[src/rtl/conv_window_ctrl_if.sv]
// Pixel-stream / window handshake bundle between the pixel source, the
// conv window controller and the downstream line-buffer chain / PE array.
interface conv_window_ctrl_if #(
    parameter int CW = 9,
    parameter int RW = 9
);
    logic          start;
    logic          busy;
    logic          pix_valid;
    logic          pix_ready;
    logic          win_ready;
    logic          lb_shift;
    logic          lb_clr;
    logic          win_valid;
    logic [CW-1:0] win_col;
    logic [RW-1:0] win_row;
    logic          frame_done;

    // Source / downstream side: arms frames, offers pixels, grants windows
    modport master (
        output start, pix_valid, win_ready,
        input  busy, pix_ready, lb_shift, lb_clr, win_valid, win_col, win_row, frame_done
    );

    // Controller side
    modport slave (
        input  start, pix_valid, win_ready,
        output busy, pix_ready, lb_shift, lb_clr, win_valid, win_col, win_row, frame_done
    );
endinterface

[src/rtl/conv_window_ctrl.sv]
// Conv window controller: clears the line-buffer chain, then walks the raster
// pixel stream of one frame, shifting the line buffers on every accepted pixel
// and flagging the cycles where a complete, stride-aligned KSIZE x KSIZE window
// is present at the line-buffer outputs.
module conv_window_ctrl #(
    parameter int IMG_WIDTH  = 482,
    parameter int IMG_HEIGHT = 482,
    parameter int KSIZE      = 3,
    parameter int STRIDE     = 1,
    parameter int CLR_CYCLES = 4,
    parameter int CW         = 9,
    parameter int RW         = 9
) (
    input  logic                clk,
    input  logic                rst_n,
    conv_window_ctrl_if.slave   bus
);
    localparam int OUT_W = (IMG_WIDTH - KSIZE) / STRIDE + 1;
    localparam int OUT_H = (IMG_HEIGHT - KSIZE) / STRIDE + 1;
    localparam int CLR_W = $clog2(CLR_CYCLES + 1);
    localparam int PH_W  = (STRIDE > 1) ? $clog2(STRIDE) : 1;

    localparam logic [CW-1:0]    COL_LAST  = CW'(IMG_WIDTH - 1);
    localparam logic [RW-1:0]    ROW_LAST  = RW'(IMG_HEIGHT - 1);
    localparam logic [CW-1:0]    COL_K     = CW'(KSIZE - 1);
    localparam logic [RW-1:0]    ROW_K     = RW'(KSIZE - 1);
    localparam logic [CW-1:0]    WCOL_LAST = CW'(OUT_W - 1);
    localparam logic [RW-1:0]    WROW_LAST = RW'(OUT_H - 1);
    localparam logic [PH_W-1:0]  PH_LAST   = PH_W'(STRIDE - 1);
    localparam logic [CLR_W-1:0] CLR_LAST  = CLR_W'(CLR_CYCLES - 1);

    typedef enum logic [1:0] {
        IDLE,
        CLEAR,
        STREAM,
        DONE
    } state_t;

    state_t           state;
    state_t           state_next;
    logic [CLR_W-1:0] clr_cnt;
    logic [CW-1:0]    col;
    logic [RW-1:0]    row;
    logic [PH_W-1:0]  col_ph;
    logic [PH_W-1:0]  row_ph;
    logic [CW-1:0]    wc_idx;
    logic [RW-1:0]    wr_idx;
    logic [CW-1:0]    win_col;
    logic [RW-1:0]    win_row;
    logic             win_valid;
    logic             busy;
    logic             pix_ready;
    logic             lb_clr;
    logic             frame_done;
    logic             accept;
    logic             last_pix;
    logic             hit;

    assign accept   = bus.pix_valid & pix_ready;
    assign last_pix = (row == ROW_LAST) && (col == COL_LAST);
    assign hit      = accept && (row >= ROW_K) && (col >= COL_K) &&
                      (col_ph == '0) && (row_ph == '0);

    assign bus.busy       = busy;
    assign bus.pix_ready  = pix_ready;
    assign bus.lb_shift   = accept;
    assign bus.lb_clr     = lb_clr;
    assign bus.win_valid  = win_valid;
    assign bus.win_col    = win_col;
    assign bus.win_row    = win_row;
    assign bus.frame_done = frame_done;

    // State register; reset drops straight back to IDLE from anywhere
    always_ff @(posedge clk or negedge rst_n) begin
        if (!rst_n) state <= IDLE;
        else        state <= state_next;
    end

    // Next-state and state-decoded outputs; pix_ready follows win_ready only while streaming
    always_comb begin
        state_next = state;
        busy       = 1'b0;
        pix_ready  = 1'b0;
        lb_clr     = 1'b0;
        frame_done = 1'b0;
        case (state)
            IDLE: begin
                if (bus.start) state_next = CLEAR;
            end
            CLEAR: begin
                busy   = 1'b1;
                lb_clr = 1'b1;
                if (clr_cnt == CLR_LAST) state_next = STREAM;
            end
            STREAM: begin
                busy      = 1'b1;
                pix_ready = bus.win_ready;
                if (bus.pix_valid && bus.win_ready && last_pix) state_next = DONE;
            end
            DONE: begin
                busy       = 1'b1;
                frame_done = 1'b1;
                state_next = IDLE;
            end
            default: state_next = IDLE;
        endcase
    end

    // Counts how long the line buffers have been held in clear
    always_ff @(posedge clk or negedge rst_n) begin
        if (!rst_n)              clr_cnt <= '0;
        else if (state == CLEAR) clr_cnt <= clr_cnt + CLR_W'(1);
        else                     clr_cnt <= '0;
    end

    // Raster position and stride phase of the next pixel; phases sit at 0 until the first full window row/col
    always_ff @(posedge clk or negedge rst_n) begin
        if (!rst_n) begin
            col    <= '0;
            row    <= '0;
            col_ph <= '0;
            row_ph <= '0;
        end else if (state == CLEAR) begin
            col    <= '0;
            row    <= '0;
            col_ph <= '0;
            row_ph <= '0;
        end else if (accept) begin
            if (col == COL_LAST) begin
                col    <= '0;
                col_ph <= '0;
                row    <= row + RW'(1);
                if (row < ROW_K || row_ph == PH_LAST) row_ph <= '0;
                else                                  row_ph <= row_ph + PH_W'(1);
            end else begin
                col <= col + CW'(1);
                if (col < COL_K || col_ph == PH_LAST) col_ph <= '0;
                else                                  col_ph <= col_ph + PH_W'(1);
            end
        end
    end

    // Window flag and output-map coordinates, one cycle behind the accept to match line-buffer read latency
    always_ff @(posedge clk or negedge rst_n) begin
        if (!rst_n) begin
            win_valid <= 1'b0;
            win_col   <= '0;
            win_row   <= '0;
            wc_idx    <= '0;
            wr_idx    <= '0;
        end else if (state == CLEAR) begin
            win_valid <= 1'b0;
            win_col   <= '0;
            win_row   <= '0;
            wc_idx    <= '0;
            wr_idx    <= '0;
        end else begin
            win_valid <= hit;
            if (hit) begin
                win_col <= wc_idx;
                win_row <= wr_idx;
                if (wc_idx == WCOL_LAST) begin
                    wc_idx <= '0;
                    wr_idx <= (wr_idx == WROW_LAST) ? '0 : wr_idx + RW'(1);
                end else begin
                    wc_idx <= wc_idx + CW'(1);
                end
            end
        end
    end
endmodule

[src/flat_wrapper.sv]
// flat-port wrapper written by rule: the top's interface ports become plain ports
module conv_window_ctrl_flat 
#(
    parameter int IMG_WIDTH  = 482,
    parameter int IMG_HEIGHT = 482,
    parameter int KSIZE      = 3,
    parameter int STRIDE     = 1,
    parameter int CLR_CYCLES = 4,
    parameter int CW         = 9,
    parameter int RW         = 9
)
  (clk, rst_n, bus_start, bus_pix_valid, bus_win_ready, bus_busy, bus_pix_ready, bus_lb_shift, bus_lb_clr, bus_win_valid, bus_win_col, bus_win_row, bus_frame_done);
  conv_window_ctrl_if #(.CW(CW), .RW(RW)) bus_i ();
  input  logic clk;
  input  logic rst_n;
  input wire logic [$bits(bus_i.start)-1:0] bus_start;
  input wire logic [$bits(bus_i.pix_valid)-1:0] bus_pix_valid;
  input wire logic [$bits(bus_i.win_ready)-1:0] bus_win_ready;
  output wire logic [$bits(bus_i.busy)-1:0] bus_busy;
  output wire logic [$bits(bus_i.pix_ready)-1:0] bus_pix_ready;
  output wire logic [$bits(bus_i.lb_shift)-1:0] bus_lb_shift;
  output wire logic [$bits(bus_i.lb_clr)-1:0] bus_lb_clr;
  output wire logic [$bits(bus_i.win_valid)-1:0] bus_win_valid;
  output wire logic [$bits(bus_i.win_col)-1:0] bus_win_col;
  output wire logic [$bits(bus_i.win_row)-1:0] bus_win_row;
  output wire logic [$bits(bus_i.frame_done)-1:0] bus_frame_done;
  assign bus_i.start = bus_start;
  assign bus_i.pix_valid = bus_pix_valid;
  assign bus_i.win_ready = bus_win_ready;
  assign bus_busy = bus_i.busy;
  assign bus_pix_ready = bus_i.pix_ready;
  assign bus_lb_shift = bus_i.lb_shift;
  assign bus_lb_clr = bus_i.lb_clr;
  assign bus_win_valid = bus_i.win_valid;
  assign bus_win_col = bus_i.win_col;
  assign bus_win_row = bus_i.win_row;
  assign bus_frame_done = bus_i.frame_done;
  conv_window_ctrl #(.IMG_WIDTH(IMG_WIDTH), .IMG_HEIGHT(IMG_HEIGHT), .KSIZE(KSIZE), .STRIDE(STRIDE), .CLR_CYCLES(CLR_CYCLES), .CW(CW), .RW(RW)) u_core (.clk(clk), .rst_n(rst_n), .bus(bus_i));
endmodule
[config.mk]
export PLATFORM = sky130hd
export DESIGN_NAME = conv_window_ctrl_flat
export DESIGN_NICKNAME = d
export VERILOG_FILES = /design/src/rtl/conv_window_ctrl_if.sv /design/src/rtl/conv_window_ctrl.sv /design/src/flat_wrapper.sv
export SDC_FILE = /design/constraint.sdc
export NUM_CORES = 1
export LEC_CHECK = 0
export BUFFER_PORTS_ARGS = -buffer_cell sky130_fd_sc_hd__buf_2
export CAP_MARGIN = 20
export CORE_ASPECT_RATIO = 1.2
export CORE_MARGIN = 2
export CORE_UTILIZATION = 35
export DETAILED_ROUTE_END_ITERATION = 10
export GPL_TIMING_DRIVEN = 0
export HOLD_SLACK_MARGIN = 0.02
export PLACE_DENSITY = 0.63
export SETUP_SLACK_MARGIN = 0.02
export SYNTH_ARGS = -nofsm -noshare
export SYNTH_HDL_FRONTEND = slang
export SYNTH_SLANG_ARGS = --single-unit
[constraint.sdc]
create_clock -name clk -period 2.2 [get_ports clk]
set_input_delay 0.55 -clock clk [delete_from_list [all_inputs] [get_ports clk]]
set_output_delay 0.55 -clock clk [all_outputs]
set_load 0.02 [all_outputs]
==> Yosys cells after proc, flatten, opt, wreduce, memory -nomap -nowiden <==
Index checks and enable logic that the tools add are counted.
{ "op_classes": {"addsub": 7, "n_lt_le_gt_ge": 4, "eq_ne": 11, "muxes": 35, "n_bitwise": 3, "reduce_logical": 18} }
{ "op_table": {"columns": ["operator", "count"], "rows": [
  ["9-bit 2-to-1 mux", 17],
  ["9-bit by 1-bit adder with 9-bit output (second input constant)", 4],
  ["9-bit == test (second input constant)", 4],
  ["9-bit by 2-bit >= comparator with 1-bit output (second input constant)", 2],
  ["9-bit by 2-bit less-than comparator with 1-bit output (second input constant)", 2],
  ["1-bit 2-to-1 mux", 13],
  ["2-bit case mux with 4 select lines", 1],
  ["2-bit nonzero test", 4],
  ["1-bit logical AND", 7],
  ["2-bit 2-to-1 mux", 3],
  ["2-bit == test (second input constant)", 2],
  ["2-bit by 1-bit inequality test with 1-bit output (second input constant)", 2],
  ["2-bit AND reduction", 2],
  ["3-bit by 1-bit adder with 3-bit output (second input constant)", 1],
  ["3-bit by 2-bit == test with 1-bit output (second input constant)", 1],
  ["3-bit 2-to-1 mux", 1],
  ["3-bit AND reduction", 1],
  ["3-bit OR reduction", 1],
  ["1-bit adder (second input constant)", 2],
  ["2-bit by 1-bit == test with 1-bit output (second input constant)", 1],
  ["2-bit zero test", 1],
  ["1-bit logical OR", 2],
  ["2-bit inequality test (second input constant)", 1],
  ["1-bit inverter", 2],
  ["1-bit AND", 1]
]} }
{ "totals": {"regBits": 62, "inputBits": 5, "out_inout_bits": 24, "word_cells": 89} }

==> Logic depth before layout (Yosys ltp) <==
Gate-level depths: netlist (run 1).
{ "logic_depth": {"ltp_word": 9, "ltp_mapped": 9} }

==> Least setup slack after synthesis (run 1) <==
No wires, ideal clock.
{ "synth_path": {"path_kind": "register to register", "startpoint": "register u_core.row[0]", "endpoint": "register u_core.win_col[4], in the netlist u_core.bus.win_col[4]", "setup_time_ns": 0.136, "arrival_ns": 1.810, "required_time_ns": 2.064, "slack_ns": 0.253, "stages_incl_launch_ff": 10, "path_cell_list": "dfrtp_1 -> inv_1 -> ha_1 -> nor4_1 -> nand3_1 -> and3_1 -> buf_2 -> buf_2 -> nand2_1 -> a21oi_1"} }
{ "synth_via": {"elab_chain_cells": 6} }
{ "synth_lines": {"columns": ["item", "line_no", "rtl"], "rows": [
  ["start, declared", "conv_window_ctrl.sv:43", "logic [RW-1:0] row;"],
  ["start signal, assigned", "conv_window_ctrl.sv:132", "row <= row + RW'(1);"],
  ["9-bit by 2-bit >= comparator with 1-bit output", "conv_window_ctrl.sv:61", "assign hit = accept && (row >= ROW_K) && (col >= COL_K) &&"],
  ["1-bit logical AND (3 in series)", "conv_window_ctrl.sv:61", null],
  ["1-bit logical AND", "conv_window_ctrl.sv:62", "(col_ph == '0) && (row_ph == '0);"],
  ["2-bit nonzero test (no source line)", null, null],
  ["end signal, assigned", "conv_window_ctrl.sv:160", "win_col <= wc_idx;"],
  ["end, declared", "conv_window_ctrl.sv:48", "logic [CW-1:0] win_col;"]
]} }
Every way passes these cells.
A chain may end at the register's enable or synchronous reset.

==> Worst setup path in the final report (run 1) <==
{ "layout_path": {"startpoint": "register u_core.row[0]", "endpoint": "register u_core.win_col[2], in the netlist u_core.bus.win_col[2]"} }
The elaborated chain is that of the path after synthesis.

==> impl_metrics.ini, run 1 <==
[setup_path]
arrival_ns = 2.25
r2r-end = u_core.bus.win_col[2]
critPathKind = flop to flop
reg2reg_from = u_core.row[0]
cp_slowest_stage_delay_ns = 0.43
r2r_setup_slack_ns = 0.15
crit_slowest_cell = dfrtp_2
path_buf_inv = 3
ff2ff_path_depth = 9
critPathCaptureType = flop
path_cells = inv_1 > ha_1 > nor4_2 > nand3_2 > and3_1 > buf_2 > clkbuf_4 > nand2_1 > a21oi_1
required_ns = 2.40
critPathTopFamily = simple AND/OR/NAND/NOR gates
worstPathMaxFanout = 10
start_kind = flop

[timing]
slew_headroom_pct = 48.1
tightestPinTransition_ns = 0.779
setup_ws_ns = 0.149
finalSetupViolCount = 0
post-route-min-period_ns = 2.05
drv_slew = 0
clock_skew_ns = 0.0137
hold_viol = 0
max_freq_mhz = 488
fin_crit_sh_pct = 93.2

[global_routing]
grt_util_all_layers_pct = 15.0
grt_antenna_before_repair = 0
grt_first_pass_wirelength_mm = 12.0
grt.overflow.total = 0
first_global_vias = 2515
grt_max_degree = 63

[flow_run]
drv_cap = 0

[placement]
port_buffers = 28
dp_hpwl_mm = 4.75
placedInstanceArea_mm2 = 0.00353
dp.cells = 490
dp_slack_ns = -0.0642
gp_congestion = 0.860

[finish]
nNetsFinal = 403
syn_to_final_growth_pct = 17.1
num_antenna_cells = 0
post-route-util_pct = 41.9
final_cells = 508
layout-drive-gt1-share_pct = 20.4
design_area_mm2 = 0.00379

[drt]
wirelength_mm = 7.02
drcViolationCount = 0
wl_per_cell_um = 13.8
first_pass_iters = 4
via_per_inst = 5.12
first_iter_violations = 84
ant_nets = 0
dr_total_vias = 2603

[yosys]
syn_avg_cell_area_um2 = 9.46
ys_seq_elements = 62
mappedNetlistArea_mm2 = 0.00323
synth_edf_count = 0
synth_flop_cell = dfrtp_1
seq_area_frac_synth_pct = 48.0
synth_fp_nets = 362
synthCells = 342
synth_warnings = 0
synth_async_sr_flop_share_pct = 100
yosysUniqueCellTypes = 49

[clock_tree]
numCtsBuffers = 9
root_buffer = clkbuf_8
clk_pin_slew_ns = 0.08
cts_max_level = 3
cts.path.max_buffers = 2
cts_tree = yes
clkLatencyLatePin_ns = 0.35
cts_num_sinks = 62

[floorplan]
std_cell_rows = 38
initial_utilization_pct = 35.8
dieArea_mm2 = 0.0100
core_area_mm2 = 0.00903
pin_count = 29
die_w_um = 91.8
die_h_um = 109

[power]
power_leakage_nw = 1.79
seq_power_share_pct = 49.9
p_sw_share_pct = 27.7
power.switching_mw = 0.679
ir_drop_uv = 458
p_int_mw = 1.77
combPwrFrac_pct = 7.6
p_per_area_mw_per_mm2 = 648
fin_total_pwr_mw = 2.45
p_clk_share_pct = 42.6

[run_status]
run_status = completed

[hold_path]
hold_class = input pin to async pin
-- cells in the final DEF (no fill, tap or decap), drive strengths merged, types with 3 or more instances in the layout --
cell    count
ha         15
xnor2       8
xor2        3
clkbuf     13
a311oi      3
nor3        6
nor2b       3
nand2      59
nor2       29
and3        9
or3         4
a21oi      27
dfrtp      62
o31ai       4
a31oi       3
or2         4
inv        15
o21ai      18
nand3      24
o21a        3
nor4        3
nand4       7
buf        39
-- layer usage --
metal | up-vias | GRT usage, % | share of wire (%)
met1 | 1247 | 18.9 | 45
met2 | 60 | 25.9 | 50
li1 | 1285 | - | -
met3 | 11 | 3.22 | 3.4
met4 | 0 | 5.01 | 1.3
met5 | - | 0 | 0
-- power groups by stage --
stage / registers, mW / clock network, mW / logic, mW
after floorplan: 1.24 / 0 / 0.124
after global placement: 1.24 / 0 / 0.178
after detailed placement: 1.25 / 0 / 0.185
after CTS: 1.22 / 1.07 / 0.187
after global routing: 1.23 / 1.12 / 0.213
final: 1.22 / 1.04 / 0.185
-- Yosys cell counts (3+ instances only) --
cell type | count | share of area, %
nor4_1 | 3 | 0.58
nand3_1 | 22 | 3.4
buf_2 | 5 | 0.77
a31oi_1 | 3 | 0.58
or2_2 | 4 | 0.77
o21a_1 | 3 | 0.70
dfrtp_1 | 62 | 48
nand2_1 | 59 | 6.8
a311oi_1 | 3 | 0.81
xor2_1 | 3 | 0.81
ha_1 | 15 | 5.8
buf_4 | 3 | 0.70
inv_1 | 11 | 1.3
nor3_1 | 5 | 0.77
clkbuf_1 | 3 | 0.35
and3_1 | 9 | 1.7
nand4_1 | 5 | 0.97
o21ai_0 | 18 | 2.8
nor2_1 | 27 | 3.1
o31ai_1 | 4 | 0.93
xnor2_1 | 8 | 2.2
nor2b_1 | 3 | 0.58
a21oi_1 | 27 | 4.2
-- registers in the layout, indices dropped and copies added, names as in the netlist --
register              flops
u_core.bus.win_col        9
u_core.bus.win_row        9
u_core.col                9
u_core.row                9
u_core.wc_idx             9
u_core.wr_idx             9
u_core.clr_cnt            3
u_core.state              2
u_core.bus.win_valid      1
u_core.col_ph             1
u_core.row_ph             1
-- worst max-delay path by stage --
stage	startpoint	endpoint	depth (start not counted)
after floorplan	u_core.row[0]	u_core.bus.win_col[4]	9
after global routing	u_core.row[0]	u_core.bus.win_col[5]	9
after global placement	u_core.row[0]	u_core.bus.win_col[2]	9
after detailed placement	u_core.row[0]	u_core.bus.win_col[2]	9
after CTS	u_core.state[0]	bus_lb_shift	5
final	u_core.row[0]	u_core.bus.win_col[2]	9
-- kinds of logic (layout without fill, tap and decap cells) --
family / count (synthesis) / count (layout) / share of synthesized area [%]
DFF: 62 / 62 / 48.0
muxes: 2 / 2 / 0.658
adders and majority gates: 15 / 15 / 5.80
xor gates and xnor gates: 11 / 11 / 2.98
buffers and inverters: 25 / 71 / 4.06
AOI/OAI and AO/OA: 69 / 69 / 12.8
and+or+nand+nor: 158 / 158 / 25.7
-- through the flow --
stage,TNS (ns),hold WS [ns]
3_3_place_gp,-0.166,0.414
3_5_place_dp,-0.490,0.423
6_report,0,0.279
5_1_grt,-0.00259,0.354
2_1_floorplan,0,0.254
4_1_cts,0,0.311
-- cell type report --
type | instances | area (um^2)
Tap cell | 120 | 150
Clock buffer | 9 | 124
Sequential cell | 62 | 1550
Timing Repair Buffer | 30 | 158
Inverter | 11 | 41.3
Buffer | 14 | 92.6
Fill cell | 926 | 5250
Multi-Input combinational cell | 255 | 1590
Clock inverter | 7 | 80.1
-- repair_timing --
item / CTS / global route
pin swaps: 1 / 0
buffers inserted: 1 / 1
resized for setup: 5 / 5
setup endpoints to repair: 21 / 16
hold buffers: 0 / 0
(Power assumes the default switching activity.)
==> run 2: changes to the inputs <==
--- a/config.mk
+++ b/config.mk
@@ -13,7 +13,7 @@
 export DETAILED_ROUTE_END_ITERATION = 10
 export GPL_TIMING_DRIVEN = 0
 export HOLD_SLACK_MARGIN = 0.02
-export PLACE_DENSITY = 0.63
+export PLACE_DENSITY_LB_ADDON = 0.1
 export SETUP_SLACK_MARGIN = 0.02
 export SYNTH_ARGS = -nofsm -noshare
 export SYNTH_HDL_FRONTEND = slang
==> run 2 against run 1 <==
Against the previous run:
- wire length up 4.8%
- clock power down 14%
- hold slack worse by 0.0015 ns
- clock-buffer cell count up 3
- setup slack worse by 0.026 ns
- register-to-register slack better by 0.06 ns
- clock skew down 0.0044 ns
- total power down 6.0%
- first-iteration DRC count up 1.2%
- final cell count unchanged
- sequential cell count unchanged
- critical path type is now flop to primary output
==> impl_metrics.ini, run 2 (synthesis gave the netlist of run 1 again) <==
[clock_tree]
clk_pin_slew_ns = 0.07
numCtsBuffers = 9
holdBufCountCts = 0
cts.path.max_buffers = 2
cts_num_sinks = 62
clkLatencyLatePin_ns = 0.34
cts_max_level = 3
root_buffer = clkbuf_8
cts_tree = yes

[placement]
dp_hpwl_mm = 5.01
port_buffers = 28
gp_congestion = 0.764
dp_slack_ns = -0.142
dp.cells = 490

[drt]
via_per_inst = 5.09
ant_nets = 0
drcViolationCount = 0
dr_total_vias = 2587
first_iter_violations = 85
first_pass_iters = 6
wirelength_mm = 7.35
wl_per_cell_um = 14.5

[finish]
multi_input_area_mm2 = 0.00160
final_cells = 508
final_common_cell = dfrtp_1
layout-drive-gt1-share_pct = 20.1
num_antenna_cells = 0
fill_cells = 931
register_area_mm2 = 0.00155
syn_to_final_growth_pct = 16.4
nNetsFinal = 403
mostFrequentLayoutCells = 61 x dfrtp_1, 59 x nand2_1, 31 x buf_2

[setup_path]
required_ns = 1.65
arrival_ns = 1.53
r2r-end = u_core.wr_idx[8]
start_kind = flop
r2r_setup_slack_ns = 0.21
critPathKind = flop to primary output
worstPathMaxFanout = 6
ff2ff_path_depth = 6
critPathCaptureType = primary output
reg2reg_from = u_core.wc_idx[0]

[floorplan]
core_area_mm2 = 0.00903
die_h_um = 109
pin_count = 29
dieArea_mm2 = 0.0100
std_cell_rows = 38
initial_utilization_pct = 35.8
die_w_um = 91.8

[global_routing]
grt_util_all_layers_pct = 16.0
grt.overflow.total = 0
grt_max_degree = 63
grt_antenna_before_repair = 0
first_global_vias = 2553
grt_first_pass_wirelength_mm = 12.6

[timing]
fin_crit_sh_pct = 94.4
finalSetupViolCount = 0
tightestPinTransition_ns = 0.803
setup_ws_ns = 0.123
max_freq_mhz = 482
hold_viol = 0
rsz0062_at_grt = false
clock_skew_ns = 0.00928
post-route-min-period_ns = 2.08
drv_slew = 0
slew_headroom_pct = 46.4

[hold_path]
hold_class = input pin to async pin

[run_status]
run_status = completed

[power]
power_leakage_nw = 1.78
p_per_area_mw_per_mm2 = 613
ir_drop_uv = 388

[flow_run]
drv_cap = 0
run 2: cell type report:
class	count	area share, %
flip-flops and latches	62	41.3
repair buffers	30	4.19
multi-input cells	255	42.6
clock buffers	12	3.86
well taps	120	3.99
clock inverters	4	0.598
inverters	11	1.10
plain buffers	14	2.46
run 2: metrics by stage:
stage	hold slack [ns]	cell area, um^2	util [%]	setup TNS [ns]	power (mW)
finish	0.277	3760	41.7	0	2.31
global placement	0.414	3520	39.0	-0.740	1.43
floorplan	0.254	3230	-	0	1.36
CTS	0.324	3720	41.1	0	2.34
detailed placement	0.424	3530	39.0	-1.50	1.43
global route	0.347	3760	41.7	0	2.42
run 2: timing repair:
| item | in CTS | in global routing |
|---|---|---|
| gates resized for setup | 6 | 6 |
| setup endpoints to repair | 26 | 30 |
| setup buffers | 0 | 2 |
| pin swaps | 0 | 2 |
| hold endpoints to repair | 0 | 0 |
run 2: per-layer routing:
metal,global-route usage (%),wire length (um),vias up
met5,0,0,-
met1,20.2,3320,1259
met4,7.04,140,0
li1,-,-,1281
met2,27.0,3630,35
met3,2.88,265,12
run 2: report_power, final:
part	total [mW]	internal, mW	switching, mW
sequential	1.23	1.17	0.0524
clock	0.891	0.434	0.457
combinational	0.189	0.0625	0.126
total	2.31	1.67	0.635
run 2: worst max path at each step:
stage | startpoint | cells past startpoint | slack (ns) | end
4_1_cts | u_core.row[0] | 9 | 0.02 | u_core.bus.win_col[4]
3_5_place_dp | u_core.row[0] | 9 | -0.14 | u_core.bus.win_col[4]
2_1_floorplan | u_core.row[0] | 9 | 0.25 | u_core.bus.win_col[4]
5_1_grt | u_core.state[0] | 5 | 0.03 | bus_lb_shift
3_3_place_gp | u_core.row[0] | 9 | -0.09 | u_core.bus.win_col[4]
6_report | u_core.state[0] | 5 | 0.12 | bus_lb_shift
run 2: worst max-delay path: stages, from the launching register on:
cell	delay [ns]
dfrtp_1	0.41
inv_1	0.16
ha_4	0.20
nand3_4	0.11
inv_2	0.12
buf_2	0.17
